[config.mk]
export PLATFORM = sky130hd
export DESIGN_NAME = down_count_timer
export DESIGN_NICKNAME = d
export VERILOG_FILES = /design/src/rtl/down_count_timer.sv
export SDC_FILE = /design/constraint.sdc
export NUM_CORES = 1
export LEC_CHECK = 0
export BUFFER_PORTS_ARGS = -buffer_cell sky130_fd_sc_hd__buf_2
export CORE_ASPECT_RATIO = 1.1
export CORE_MARGIN = 1.5
export CORE_UTILIZATION = 40
export CTS_CLUSTER_SIZE = 40
export DETAILED_ROUTE_END_ITERATION = 16
export SLEW_MARGIN = 0
export SYNTH_ARGS = -nofsm -noshare
export SYNTH_HDL_FRONTEND = slang
export SYNTH_SLANG_ARGS = --single-unit
export TNS_END_PERCENT = 30
[constraint.sdc]
create_clock -name clk -period 3.4 [get_ports clk]
set_input_delay 0.34 -clock clk [delete_from_list [all_inputs] [get_ports clk]]
set_output_delay 0.34 -clock clk [all_outputs]
set_load 0.02 [all_outputs]
[src/rtl/down_count_timer.sv]
// down_count_timer: loadable down-counter with pause/resume, one-shot or
// auto-reload operation, and a wrapping expiry event counter.
module down_count_timer #(
  parameter int unsigned WIDTH  = 32,
  parameter int unsigned ECNT_W = 16
) (
  input  logic              clk,
  input  logic              rst,
  input  logic              load,
  input  logic [WIDTH-1:0]  load_val,
  input  logic              start,
  input  logic              stop,
  input  logic              auto_reload,
  output logic [WIDTH-1:0]  count,
  output logic              running,
  output logic              done,
  output logic              expire,
  output logic [ECNT_W-1:0] expire_cnt
);

  typedef enum logic [1:0] {
    S_IDLE  = 2'd0,
    S_RUN   = 2'd1,
    S_PAUSE = 2'd2,
    S_DONE  = 2'd3
  } state_t;

  state_t             state;
  state_t             state_n;
  logic [WIDTH-1:0]   reload_reg;
  logic [WIDTH-1:0]   reload_n;
  logic [WIDTH-1:0]   count_n;
  logic               expire_n;
  logic [ECNT_W-1:0]  ecnt_n;

  logic count_zero;
  logic count_one;
  logic reload_zero;

  assign count_zero  = (count == '0);
  assign count_one   = (count == WIDTH'(1));
  assign reload_zero = (reload_reg == '0);

  // State register; running/done are registered decodes of the next state
  always_ff @(posedge clk or posedge rst) begin
    if (rst) begin
      state   <= S_IDLE;
      running <= 1'b0;
      done    <= 1'b0;
    end else begin
      state   <= state_n;
      running <= (state_n == S_RUN);
      done    <= (state_n == S_DONE);
    end
  end

  // Next-state logic; priority is load > stop > start > count step
  always_comb begin
    state_n = state;
    if (load) begin
      state_n = S_IDLE;
    end else begin
      case (state)
        S_IDLE: begin
          if (start && !count_zero) state_n = S_RUN;
        end
        S_RUN: begin
          if (stop) begin
            state_n = S_PAUSE;
          end else if (count_zero) begin
            // Unreachable in normal operation; park safely rather than underflow
            state_n = S_DONE;
          end else if (count_one && !auto_reload) begin
            state_n = S_DONE;
          end
        end
        S_PAUSE: begin
          if (start) state_n = S_RUN;
        end
        S_DONE: begin
          if (start && !reload_zero) state_n = S_RUN;
        end
        default: state_n = S_IDLE;
      endcase
    end
  end

  // Datapath next values: count, reload register, expiry pulse and counter
  always_comb begin
    count_n  = count;
    reload_n = reload_reg;
    expire_n = 1'b0;
    ecnt_n   = expire_cnt;
    if (load) begin
      reload_n = load_val;
      count_n  = load_val;
    end else begin
      case (state)
        S_RUN: begin
          if (!stop && !count_zero) begin
            if (count_one) begin
              expire_n = 1'b1;
              ecnt_n   = expire_cnt + ECNT_W'(1);
              count_n  = auto_reload ? reload_reg : '0;
            end else begin
              count_n  = count - WIDTH'(1);
            end
          end
        end
        S_DONE: begin
          if (start && !reload_zero) count_n = reload_reg;
        end
        default: ;
      endcase
    end
  end

  // Datapath registers
  always_ff @(posedge clk or posedge rst) begin
    if (rst) begin
      count      <= '0;
      reload_reg <= '0;
      expire     <= 1'b0;
      expire_cnt <= '0;
    end else begin
      count      <= count_n;
      reload_reg <= reload_n;
      expire     <= expire_n;
      expire_cnt <= ecnt_n;
    end
  end

endmodule

==> impl_table.tex, run 1 <==
\begin{tabular}{lr}
\hline
Metric & Value \\
\hline
\multicolumn{2}{l}{\textbf{GRT}} \\
\quad Vias in the first global route & around 4000 \\
\quad Aggregate global routing overflow & 0 \\
\quad First-pass GRT wire length & about 20 mm \\
\quad Maximum number of pins on one net before global-route repair & 44 \\
\quad Overall fraction of global-route tracks in use & between 20 and 25\% \\
\quad Number of antenna violations at the first check in global routing & 0 \\
\multicolumn{2}{l}{\textbf{Timing}} \\
\quad Worst slew slack as a fraction of its limit & 49.3\% \\
\quad Peak clock frequency supported by timing & $\sim$320 MHz \\
\quad Final Cycle Share & 90.9\% \\
\quad Final critical delay including setup and external delays & 3.09 ns \\
\quad Endpoints failing setup & 0 \\
\quad Slew at the pin closest to its max-slew limit & between 0.7 and 0.8 ns \\
\quad Final hold viol count & 0 \\
\quad Count of pins over their slew limit & 0 \\
\quad Worst clock skew & $\sim$0.0061 ns \\
\quad Unrepaired setup endpoints after global routing & no \\
\quad Setup TNS Final & 0 ns \\
\multicolumn{2}{l}{\textbf{Cells and area}} \\
\quad Ratio of cells with drive above 1 in the final layout & between 20\% and 30\% \\
\quad Number of inserted diodes & 0 \\
\quad Number of cells in the finished layout apart from fillers & between 600 and 700 \\
\quad Number of nets in the layout & 576 \\
\quad Area grow syn2layout & 20.5\% \\
\multicolumn{2}{l}{\textbf{Die}} \\
\quad Site row count & 40 \\
\quad Starting utilization of the core area & between 40\% and 50\% \\
\quad Boundary Pins & between 80 and 90 \\
\quad Total Die Area & between 10000 and 15000 um2 \\
\quad Area of the core & 11000 um2 \\
\quad Horizontal extent of the die & between 100 and 150 um \\
\quad Floorplan die height & roughly 110 um \\
\multicolumn{2}{l}{\textbf{Synth}} \\
\quad Predominant post-synthesis flop cell & dfrtp\_1 \\
\quad Leading post-synthesis cells by instance count & 85 x dfrtp\_1, 32 x o21ai\_0, 28 x nand2\_1 \\
\quad Area share of the largest cell type after synthesis & between 40\% and 50\% \\
\quad Synthesized netlist cell count & approximately 450 \\
\quad Syn. warnings & 0 \\
\quad Syn Area/Cell & just over 10 um2 \\
\quad Cell type with the largest total area after synthesis & dfrtp\_1 \\
\quad Count of unique library cells instantiated by Yosys & 56 \\
\quad Count of flip-flops with a built-in enable after synthesis & 0 \\
\quad Share of synthesized flip-flops with an asynchronous set or reset & 100\% \\
\quad Mapped Area & around 4500 um2 \\
\quad Syn Nets & 490 \\
\quad Post-synthesis sequential element count & 85 \\
\quad Cell with the most instances after synthesis & dfrtp\_1 \\
\quad Top cells by area, synth & dfrtp\_1 47\%, mux2\_2 6.7\%, o21ai\_0 3.5\% \\
\quad Sequential fraction of the synthesis area & between 40 and 50\% \\
\multicolumn{2}{l}{\textbf{Detailed routing}} \\
\quad Starting DRT DRC Count & between 200 and 250 \\
\quad Number of routed nets with antenna violations & 0 \\
\quad Per-cell via count in the routed design & roughly 5.9 \\
\quad Routed vias & around 4000 \\
\quad Avg WL per Cell & about 18 um \\
\quad Final wirelength & approximately 13 mm \\
\quad Initial DRT Pass Iterations & 5 \\
\quad Number of DRC violations after detailed routing & 0 \\
\multicolumn{2}{l}{\textbf{Job}} \\
\quad Max-capacitance violation count & 0 \\
\multicolumn{2}{l}{\textbf{Setup path}} \\
\quad CP arrival & about 3.3 ns \\
\quad CP Capture Type & register \\
\quad Kind of start point of the critical path & register \\
\quad Required time of the critical path & 3.62 ns \\
\quad R2r setup slk & $\sim$0.31 ns \\
\quad Class of the most critical setup path & reg2reg \\
\quad Biggest fanout along the worst timing path & 11 \\
\multicolumn{2}{l}{\textbf{Clock network}} \\
\quad CTS tree & done \\
\quad Clock root buffer master & clkbuf\_16 \\
\quad Clock buffer count from CTS & 9 \\
\quad Cts repair resizes & 0 \\
\quad Maximum buffer depth of the clock tree & 2 \\
\quad Post-CTS clock slew at the launch and capture registers of the worst setup and hold paths & 0.06 ns \\
\quad Insertion delay to the later sink of the worst-skew pair & $\sim$0.33 ns \\
\quad Number of H-tree levels & 3 \\
\quad Count of clock tree sinks & 85 \\
\quad Post-CTS Hold Buffers & 0 \\
\quad Post-CTS setup repair buffer count & 0 \\
\multicolumn{2}{l}{\textbf{Pwr}} \\
\quad Static leakage power & $\sim$0.0025 uW \\
\quad Max rail drop VDD & roughly 0.0002 V \\
\quad Cell Pwr Density & 519 nW/um2 \\
\multicolumn{2}{l}{\textbf{Placement}} \\
\quad Placed Cells incl. Taps & between 600 and 700 \\
\quad Placer's final routability congestion estimate & $\sim$0.78 \\
\quad Detailed placer's ending HPWL & 8.85 mm \\
\quad Number of port buffers & between 80 and 90 \\
\multicolumn{2}{l}{\textbf{Min path}} \\
\quad Path class of the lowest-slack min-delay path & in2async \\
\multicolumn{2}{l}{\textbf{Status}} \\
\quad Status & complete, no violations \\
\hline
\end{tabular}
-- layout by cell type (no fill, tap or decap), types with 11 or more instances in the layout --
cell type and count:
dfrtp_1 85, o2bb2ai_1 11, buf_2 88, a21oi_1 13
xor2_1 11, nor4_1 21, nand2_1 28, nor3_1 20
mux2_2 27, o21ai_0 32, inv_1 13, a221oi_1 16
nor2_1 27
-- through the flow --
step	util [%]	setup WS (ns)	cell area [um2]	hold WS [ns]	power (uW)
final	49.8	0.310	5480	0.107	2840
after global routing	49.8	0.0948	5480	0.160	2980
after CTS	49.8	0.334	5480	0.130	2870
after detailed placement	47.0	0.338	5170	0.456	1860
after global placement	47.0	0.406	5170	0.469	1850
after floorplan	-	0.523	4550	0.476	1630
-- worst max-delay path, cell delays in order (launching register included) --
cell     delay (ns)
dfrtp_1        0.45
or4_4          0.60
or4_1          0.59
o41a_1         0.66
and3_1         0.26
a211o_1        0.23
a21bo_1        0.19
-- logic make-up (layout without fill, tap and decap cells) --
family / Yosys count / count (layout) / share of synthesized area [%]
buf+inv: 40 / 131 / 3.74
mux: 27 / 27 / 6.69
fa+ha+maj: 4 / 4 / 1.10
compound gates: 119 / 119 / 19.8
simple gates: 152 / 152 / 17.9
flops: 85 / 85 / 46.8
xor+xnor: 21 / 21 / 4.04
-- path summary, 6_finish.rpt --
check	from	to	cells past startpoint
max in group asynchronous	rst	reload_reg[4]	3
worst min register to register	expire_cnt[15]	expire_cnt[15]	1
worst max-delay path	count[17]	count[14]	6
worst min-delay path	rst	reload_reg[28]	2
min in group clk	load_val[1]	reload_reg[1]	2
worst max register to register	count[17]	count[14]	6
-- power breakdown --
group	switching (uW)	leakage, uW	internal, uW	total (uW)
Combinational	346	0.00127	231	577
Clock	387	0.000150	610	997
Sequential	149	0.00106	1120	1270
-- routing by layer --
layer / global-route usage (%) / share of wire, % / vias up
li1: - / - / 1877
met3: 4.25 / 6.1 / 20
met2: 36.5 / 48 / 158
met1: 28.6 / 44 / 1965
met5: 0 / 0 / -
met4: 5.94 / 1.2 / 0
-- layout make-up --
type / count / area [um2]
fillers: 1065 / 5530
multi-input cells: 323 / 2250
flip-flops and latches: 85 / 2130
repair buffers: 100 / 556
clock buffers: 13 / 260
well taps: 147 / 184
inverters: 15 / 57.6
clock inverters: 3 / 43.8
Power figures use the tool's default switching activity.
==> run 2, diff against run 1 <==
Settings changed: CORE_UTILIZATION 40 to 56, PLACE_DENSITY from default to 0.81.
==> run 2 against run 1 <==
Against the previous run: via count is 2.6% higher; routed wire length shrank 3.7%; clock skew up 0.011 ns.
==> impl_table.tex, run 2 (synthesis results as in run 1) <==
\begin{tabular}{lr}
\hline
Metric & Value \\
\hline
\multicolumn{2}{l}{\textbf{Pwr}} \\
\quad Cell Pwr Density & around 490 nW/um2 \\
\quad Static leakage power & between 0.002 and 0.0025 uW \\
\quad Max rail drop VDD & around 0.00028 V \\
\multicolumn{2}{l}{\textbf{Setup path}} \\
\quad CP Capture Type & register \\
\quad Required time of the critical path & between 3 and 4 ns \\
\quad Kind of start point of the critical path & register \\
\quad Class of the most critical setup path & reg2reg \\
\quad Setup crit start & count[17] \\
\quad Critical path's top delay family & simple AND/OR/NAND/NOR gates \\
\quad Cell chain of the critical path & or4\_4, or4\_1, o41a\_1, and3\_1, a211o\_1, a21bo\_1 \\
\quad Buf/Inv on CP & 0 \\
\quad CP max-delay cell & o41a\_1 \\
\quad CP arrival & about 3.4 ns \\
\quad Biggest fanout along the worst timing path & 16 \\
\quad Start of the worst register-to-register path & count[17] \\
\quad Maximum single-stage delay on the critical path & approximately 0.7 ns \\
\multicolumn{2}{l}{\textbf{Clock network}} \\
\quad Post-CTS clock slew at the launch and capture registers of the worst setup and hold paths & 0.08 ns \\
\quad Count of clock tree sinks & between 80 and 90 \\
\quad Cts repair resizes & 0 \\
\quad Post-CTS Hold Buffers & 0 \\
\quad Clock buffer count from CTS & 9 \\
\quad Maximum buffer depth of the clock tree & 2 \\
\quad Post-CTS setup repair buffer count & 0 \\
\quad Clock root buffer master & clkbuf\_8 \\
\quad Insertion delay to the later sink of the worst-skew pair & approximately 0.36 ns \\
\quad CTS tree & done \\
\quad Number of H-tree levels & 3 \\
\multicolumn{2}{l}{\textbf{Die}} \\
\quad Horizontal extent of the die & about 90 um \\
\quad Floorplan die height & 97.5 um \\
\quad Boundary Pins & between 80 and 90 \\
\quad Starting utilization of the core area & between 50\% and 60\% \\
\quad Area of the core & about 8000 um2 \\
\quad Total Die Area & around 8700 um2 \\
\quad Site row count & 34 \\
\multicolumn{2}{l}{\textbf{Timing}} \\
\quad Hold\_ws & $\sim$0.084 ns \\
\quad Count of pins over their slew limit & 0 \\
\quad Smallest setup slack after layout & $\sim$0.21 ns \\
\quad Final hold viol count & 0 \\
\quad Slew at the pin closest to its max-slew limit & roughly 0.79 ns \\
\quad Final Cycle Share & between 90 and 100\% \\
\quad Setup TNS Final & 0 ns \\
\quad Unrepaired setup endpoints after global routing & no \\
\quad Endpoints failing setup & 0 \\
\quad Final critical delay including setup and external delays & approximately 3.2 ns \\
\quad Worst clock skew & 0.0170 ns \\
\quad Worst slew slack as a fraction of its limit & between 40\% and 50\% \\
\quad Peak clock frequency supported by timing & between 300 and 400 MHz \\
\multicolumn{2}{l}{\textbf{Cells and area}} \\
\quad Highest-count cells in the layout ignoring fill and taps & 88 x buf\_2, 85 x dfrtp\_1, 32 x o21ai\_0 \\
\quad Number of nets in the layout & between 500 and 600 \\
\quad Number of inserted diodes & 0 \\
\quad Most common cell after layout, fill and taps aside & buf\_2 \\
\quad Ratio of cells with drive above 1 in the final layout & 30.1\% \\
\quad Fillers & between 600 and 700 \\
\quad Area grow syn2layout & 17.3\% \\
\quad Layout Cell Area excl Fill & around 5300 um2 \\
\multicolumn{2}{l}{\textbf{Detailed routing}} \\
\quad Number of routed nets with antenna violations & 0 \\
\quad Initial DRT Pass Iterations & 5 \\
\quad Routed length on met2 & just under 6 mm \\
\quad Number of DRC violations after detailed routing & 0 \\
\quad Highest metal layer used by the detailed router & met4 \\
\quad Final wirelength & 12.1 mm \\
\quad Routed vias & approximately 4100 \\
\quad Avg WL per Cell & 18.7 um \\
\quad Per-cell via count in the routed design & $\sim$6.4 \\
\quad Starting DRT DRC Count & roughly 420 \\
\quad M1 WL & 5.15 mm \\
\quad Routed wl met3 & 762 um \\
\multicolumn{2}{l}{\textbf{GRT}} \\
\quad Maximum number of pins on one net before global-route repair & 44 \\
\quad Vias in the first global route & between 3000 and 4000 \\
\quad Aggregate global routing overflow & 0 \\
\quad First-pass GRT wire length & between 15 and 20 mm \\
\quad Number of antenna violations at the first check in global routing & 0 \\
\quad Overall fraction of global-route tracks in use & between 20\% and 30\% \\
\multicolumn{2}{l}{\textbf{Placement}} \\
\quad Detailed placer's ending HPWL & roughly 8.4 mm \\
\quad Placer's final routability congestion estimate & slightly below 0.9 \\
\quad Cell Area, Placed & between 5000 and 6000 um2 \\
\quad Number of port buffers & slightly below 90 \\
\quad Post-placement worst setup slack & roughly 0.29 ns \\
\multicolumn{2}{l}{\textbf{Status}} \\
\quad Status & complete, no violations \\
\multicolumn{2}{l}{\textbf{Min path}} \\
\quad Path class of the lowest-slack min-delay path & in2async \\
\multicolumn{2}{l}{\textbf{Job}} \\
\quad Max-capacitance violation count & 0 \\
\hline
\end{tabular}
[run 2: worst paths after layout]
path / to / slack (ns) / depth (start not counted)
setup / recovery: count[14] / 0.21 / 6
hold / removal: expire_cnt[6] / 0.08 / 2
setup reg to reg: count[14] / 0.21 / 6
hold reg to reg: expire_cnt[15] / 0.48 / 1
max in group asynchronous: count[3] / 2.48 / 3
min in group clk: reload_reg[8] / 0.23 / 2
[run 2: layout make-up]
class,count,area (um2),share of cell area (%)
Clock inverter,4,72.6,1.36
Timing Repair Buffer,101,551,10.3
Multi-Input combinational cell,323,2250,42.2
Clock buffer,11,141,2.65
Inverter,15,57.6,1.08
Tap cell,108,135,2.53
Sequential cell,85,2130,39.9
[run 2: per-layer routing]
layer / vias up / GRT usage, %
met1: 2023 / 38.8
li1: 1881 / -
met3: 21 / 4.16
met4: 0 / 11.8
met2: 199 / 45.4
met5: - / 0
[run 2: power by group]
| group | total (uW) | switching (uW) | leakage (uW) | internal, uW |
|---|---|---|---|---|
| clock network | 789 | 360 | 0.000105 | 429 |
| registers | 1270 | 148 | 0.00106 | 1120 |
| logic | 579 | 347 | 0.00127 | 232 |
| total | 2630 | 855 | 0.00243 | 1780 |
[run 2: through the flow]
stage / util, % / total power [uW] / std cells
2_1_floorplan: - / 1630 / 448
3_3_place_gp: 64.7 / 1830 / 632
3_5_place_dp: 64.7 / 1850 / 632
4_1_cts: 67.4 / 2630 / 647
5_1_grt: 67.4 / 2750 / 647
6_report: 67.4 / 2630 / 647
==> run 3, diff against run 2 <==
Settings changed: BUFFER_PORTS_ARGS -buffer_cell sky130_fd_sc_hd__buf_2 to -buffer_cell sky130_fd_sc_hd__buf_4, CORE_UTILIZATION 56 to 55, PLACE_DENSITY 0.81 to 0.8.
==> run 3 against run 2 <==
Against the previous run: sequential share of layout area is 1.5 points lower; utilization is 2.3 points higher; clock skew is 0.0045 ns lower.
==> impl_table.tex, run 3 (synthesis results as in run 1) <==
\begin{tabular}{lr}
\hline
Metric & Value \\
\hline
\multicolumn{2}{l}{\textbf{Status}} \\
\quad Status & complete, no violations \\
\multicolumn{2}{l}{\textbf{Die}} \\
\quad Site row count & 34 \\
\quad Area of the core & around 8000 um2 \\
\quad Total Die Area & $\sim$9000 um2 \\
\quad Starting utilization of the core area & between 50\% and 60\% \\
\quad Boundary Pins & 89 \\
\quad Floorplan die height & $\sim$98 um \\
\quad Horizontal extent of the die & between 80 and 90 um \\
\multicolumn{2}{l}{\textbf{Cells and area}} \\
\quad Area grow syn2layout & 21.9\% \\
\quad Number of nets in the layout & 577 \\
\quad Fin util & a little over two thirds \\
\quad Most common cell after layout, fill and taps aside & buf\_4 \\
\quad Layout Cell Area excl Fill & approximately 5500 um2 \\
\quad Highest-count cells in the layout ignoring fill and taps & 98 x buf\_4, 85 x dfrtp\_1, 32 x o21ai\_0 \\
\quad Number of cells in the finished layout apart from fillers & 647 \\
\quad Ratio of cells with drive above 1 in the final layout & 30.1\% \\
\quad Number of inserted diodes & 0 \\
\quad Fillers & slightly above 600 \\
\multicolumn{2}{l}{\textbf{GRT}} \\
\quad Vias in the first global route & between 3000 and 4000 \\
\quad Maximum number of pins on one net before global-route repair & 66 \\
\quad First-pass GRT wire length & 19.2 mm \\
\quad Aggregate global routing overflow & 0 \\
\quad Overall fraction of global-route tracks in use & about 28\% \\
\quad Number of antenna violations at the first check in global routing & 0 \\
\multicolumn{2}{l}{\textbf{Timing}} \\
\quad Final hold viol count & 0 \\
\quad Setup TNS Final & 0 ns \\
\quad Final Cycle Share & between 90\% and 100\% \\
\quad Final critical delay including setup and external delays & 3.13 ns \\
\quad Worst slew slack as a fraction of its limit & about half \\
\quad Unrepaired setup endpoints after global routing & no \\
\quad Count of pins over their slew limit & 0 \\
\quad Slew at the pin closest to its max-slew limit & about 0.77 ns \\
\quad Endpoints failing setup & 0 \\
\quad Worst clock skew & 0.0126 ns \\
\quad Peak clock frequency supported by timing & 319 MHz \\
\multicolumn{2}{l}{\textbf{Clock network}} \\
\quad Insertion delay to the later sink of the worst-skew pair & 0.36 ns \\
\quad Post-CTS clock slew at the launch and capture registers of the worst setup and hold paths & 0.09 ns \\
\quad Number of H-tree levels & 3 \\
\quad Clock root buffer master & clkbuf\_8 \\
\quad Cts repair resizes & 0 \\
\quad Count of clock tree sinks & 85 \\
\quad CTS tree & done \\
\quad Maximum buffer depth of the clock tree & 2 \\
\quad Clock buffer count from CTS & 9 \\
\multicolumn{2}{l}{\textbf{Min path}} \\
\quad Path class of the lowest-slack min-delay path & in2reg \\
\multicolumn{2}{l}{\textbf{Placement}} \\
\quad Detailed placer's ending HPWL & roughly 8.5 mm \\
\quad Cell Area, Placed & 5350 um2 \\
\quad Number of port buffers & 88 \\
\quad Placed Cells incl. Taps & between 600 and 700 \\
\quad Placer's final routability congestion estimate & around 0.87 \\
\multicolumn{2}{l}{\textbf{Setup path}} \\
\quad CP Capture Type & register \\
\quad Required time of the critical path & around 3.7 ns \\
\quad CP arrival & 3.41 ns \\
\quad Cell chain of the critical path & or4\_4, or4\_1, nor4\_2, nand2\_1, nor3\_1, xor2\_1 \\
\quad Critical path's top delay family & simple AND/OR/NAND/NOR gates \\
\quad CP max-delay cell & or4\_4 \\
\quad Class of the most critical setup path & reg2reg \\
\quad Biggest fanout along the worst timing path & 8 \\
\quad Kind of start point of the critical path & register \\
\quad Maximum single-stage delay on the critical path & $\sim$0.60 ns \\
\quad Buf/Inv on CP & 0 \\
\multicolumn{2}{l}{\textbf{Detailed routing}} \\
\quad M1 WL & 5.08 mm \\
\quad Starting DRT DRC Count & around 440 \\
\quad Routed vias & 4161 \\
\quad Final wirelength & between 10 and 15 mm \\
\quad Routed length on met2 & a little under 6 mm \\
\quad Routed wl met3 & 817 um \\
\quad Per-cell via count in the routed design & 6.43 \\
\quad Avg WL per Cell & 18.7 um \\
\quad Highest metal layer used by the detailed router & met4 \\
\quad Number of routed nets with antenna violations & 0 \\
\quad Number of DRC violations after detailed routing & 0 \\
\quad Initial DRT Pass Iterations & 5 \\
\multicolumn{2}{l}{\textbf{Pwr}} \\
\quad Cell Pwr Density & $\sim$470 nW/um2 \\
\quad Static leakage power & 0.00247 uW \\
\quad Max rail drop VDD & around 0.00028 V \\
\quad Post-route total power & 2610 uW \\
\multicolumn{2}{l}{\textbf{Job}} \\
\quad Max-capacitance violation count & 0 \\
\hline
\end{tabular}
[run 3: changes by cell type in the layout (fill, tap and decap cells not counted), sizes merged]
cell and change:
buf -1, bufinv -1, clkbuf -2, clkinv +3
dlygate4sd3 +1
[run 3: final timing paths]
| kind | start | to | depth (start not counted) | slack (ns) |
|---|---|---|---|---|
| setup / recovery | count[17] | expire_cnt[15] | 6 | 0.27 |
| max in group asynchronous | rst | count[12] | 4 | 2.11 |
| hold / removal | load_val[22] | reload_reg[22] | 2 | 0.23 |
| hold reg to reg | expire_cnt[15] | expire_cnt[15] | 1 | 0.48 |
| setup reg to reg | count[17] | expire_cnt[15] | 6 | 0.27 |
| min in group asynchronous | rst | count[24] | 3 | 0.52 |
[run 3: what timing repair did]
| action | in CTS | in global routing |
|---|---|---|
| setup buffers | 0 | 0 |
| endpoints found under the setup margin | 0 | 0 |
| hold buffers | 1 | 0 |
| endpoints found under the hold margin | 23 | 0 |
[run 3: area by class of cell]
type	count	area, um2	share of cell area, %
clock buffers	9	124	2.23
clock inverters	6	65.1	1.17
inverters	15	57.6	1.04
multi-input cells	323	2250	40.6
flip-flops and latches	85	2130	38.4
well taps	108	135	2.44
repair buffers	101	786	14.2
[run 3: power breakdown]
part           switching, uW  leakage, uW  internal (uW)
sequential               154      0.00106           1120
combinational            348      0.00132            284
clock                    368    0.0000950            335
total                    870      0.00247           1740
[run 3: stage by stage]
stage                     worst slack (ns)  hold slack (ns)
after floorplan                      0.523            0.476
after global placement               0.451            0.355
after detailed placement             0.339            0.355
after CTS                            0.305            0.218
after global routing                 0.103            0.225
final                                0.269            0.225
[run 3: metal layers]
metal,global-route usage [%],vias up
li1,-,1871
met1,39.1,2047
met2,44.3,212
met3,3.72,31
met4,9.70,0
met5,0,-
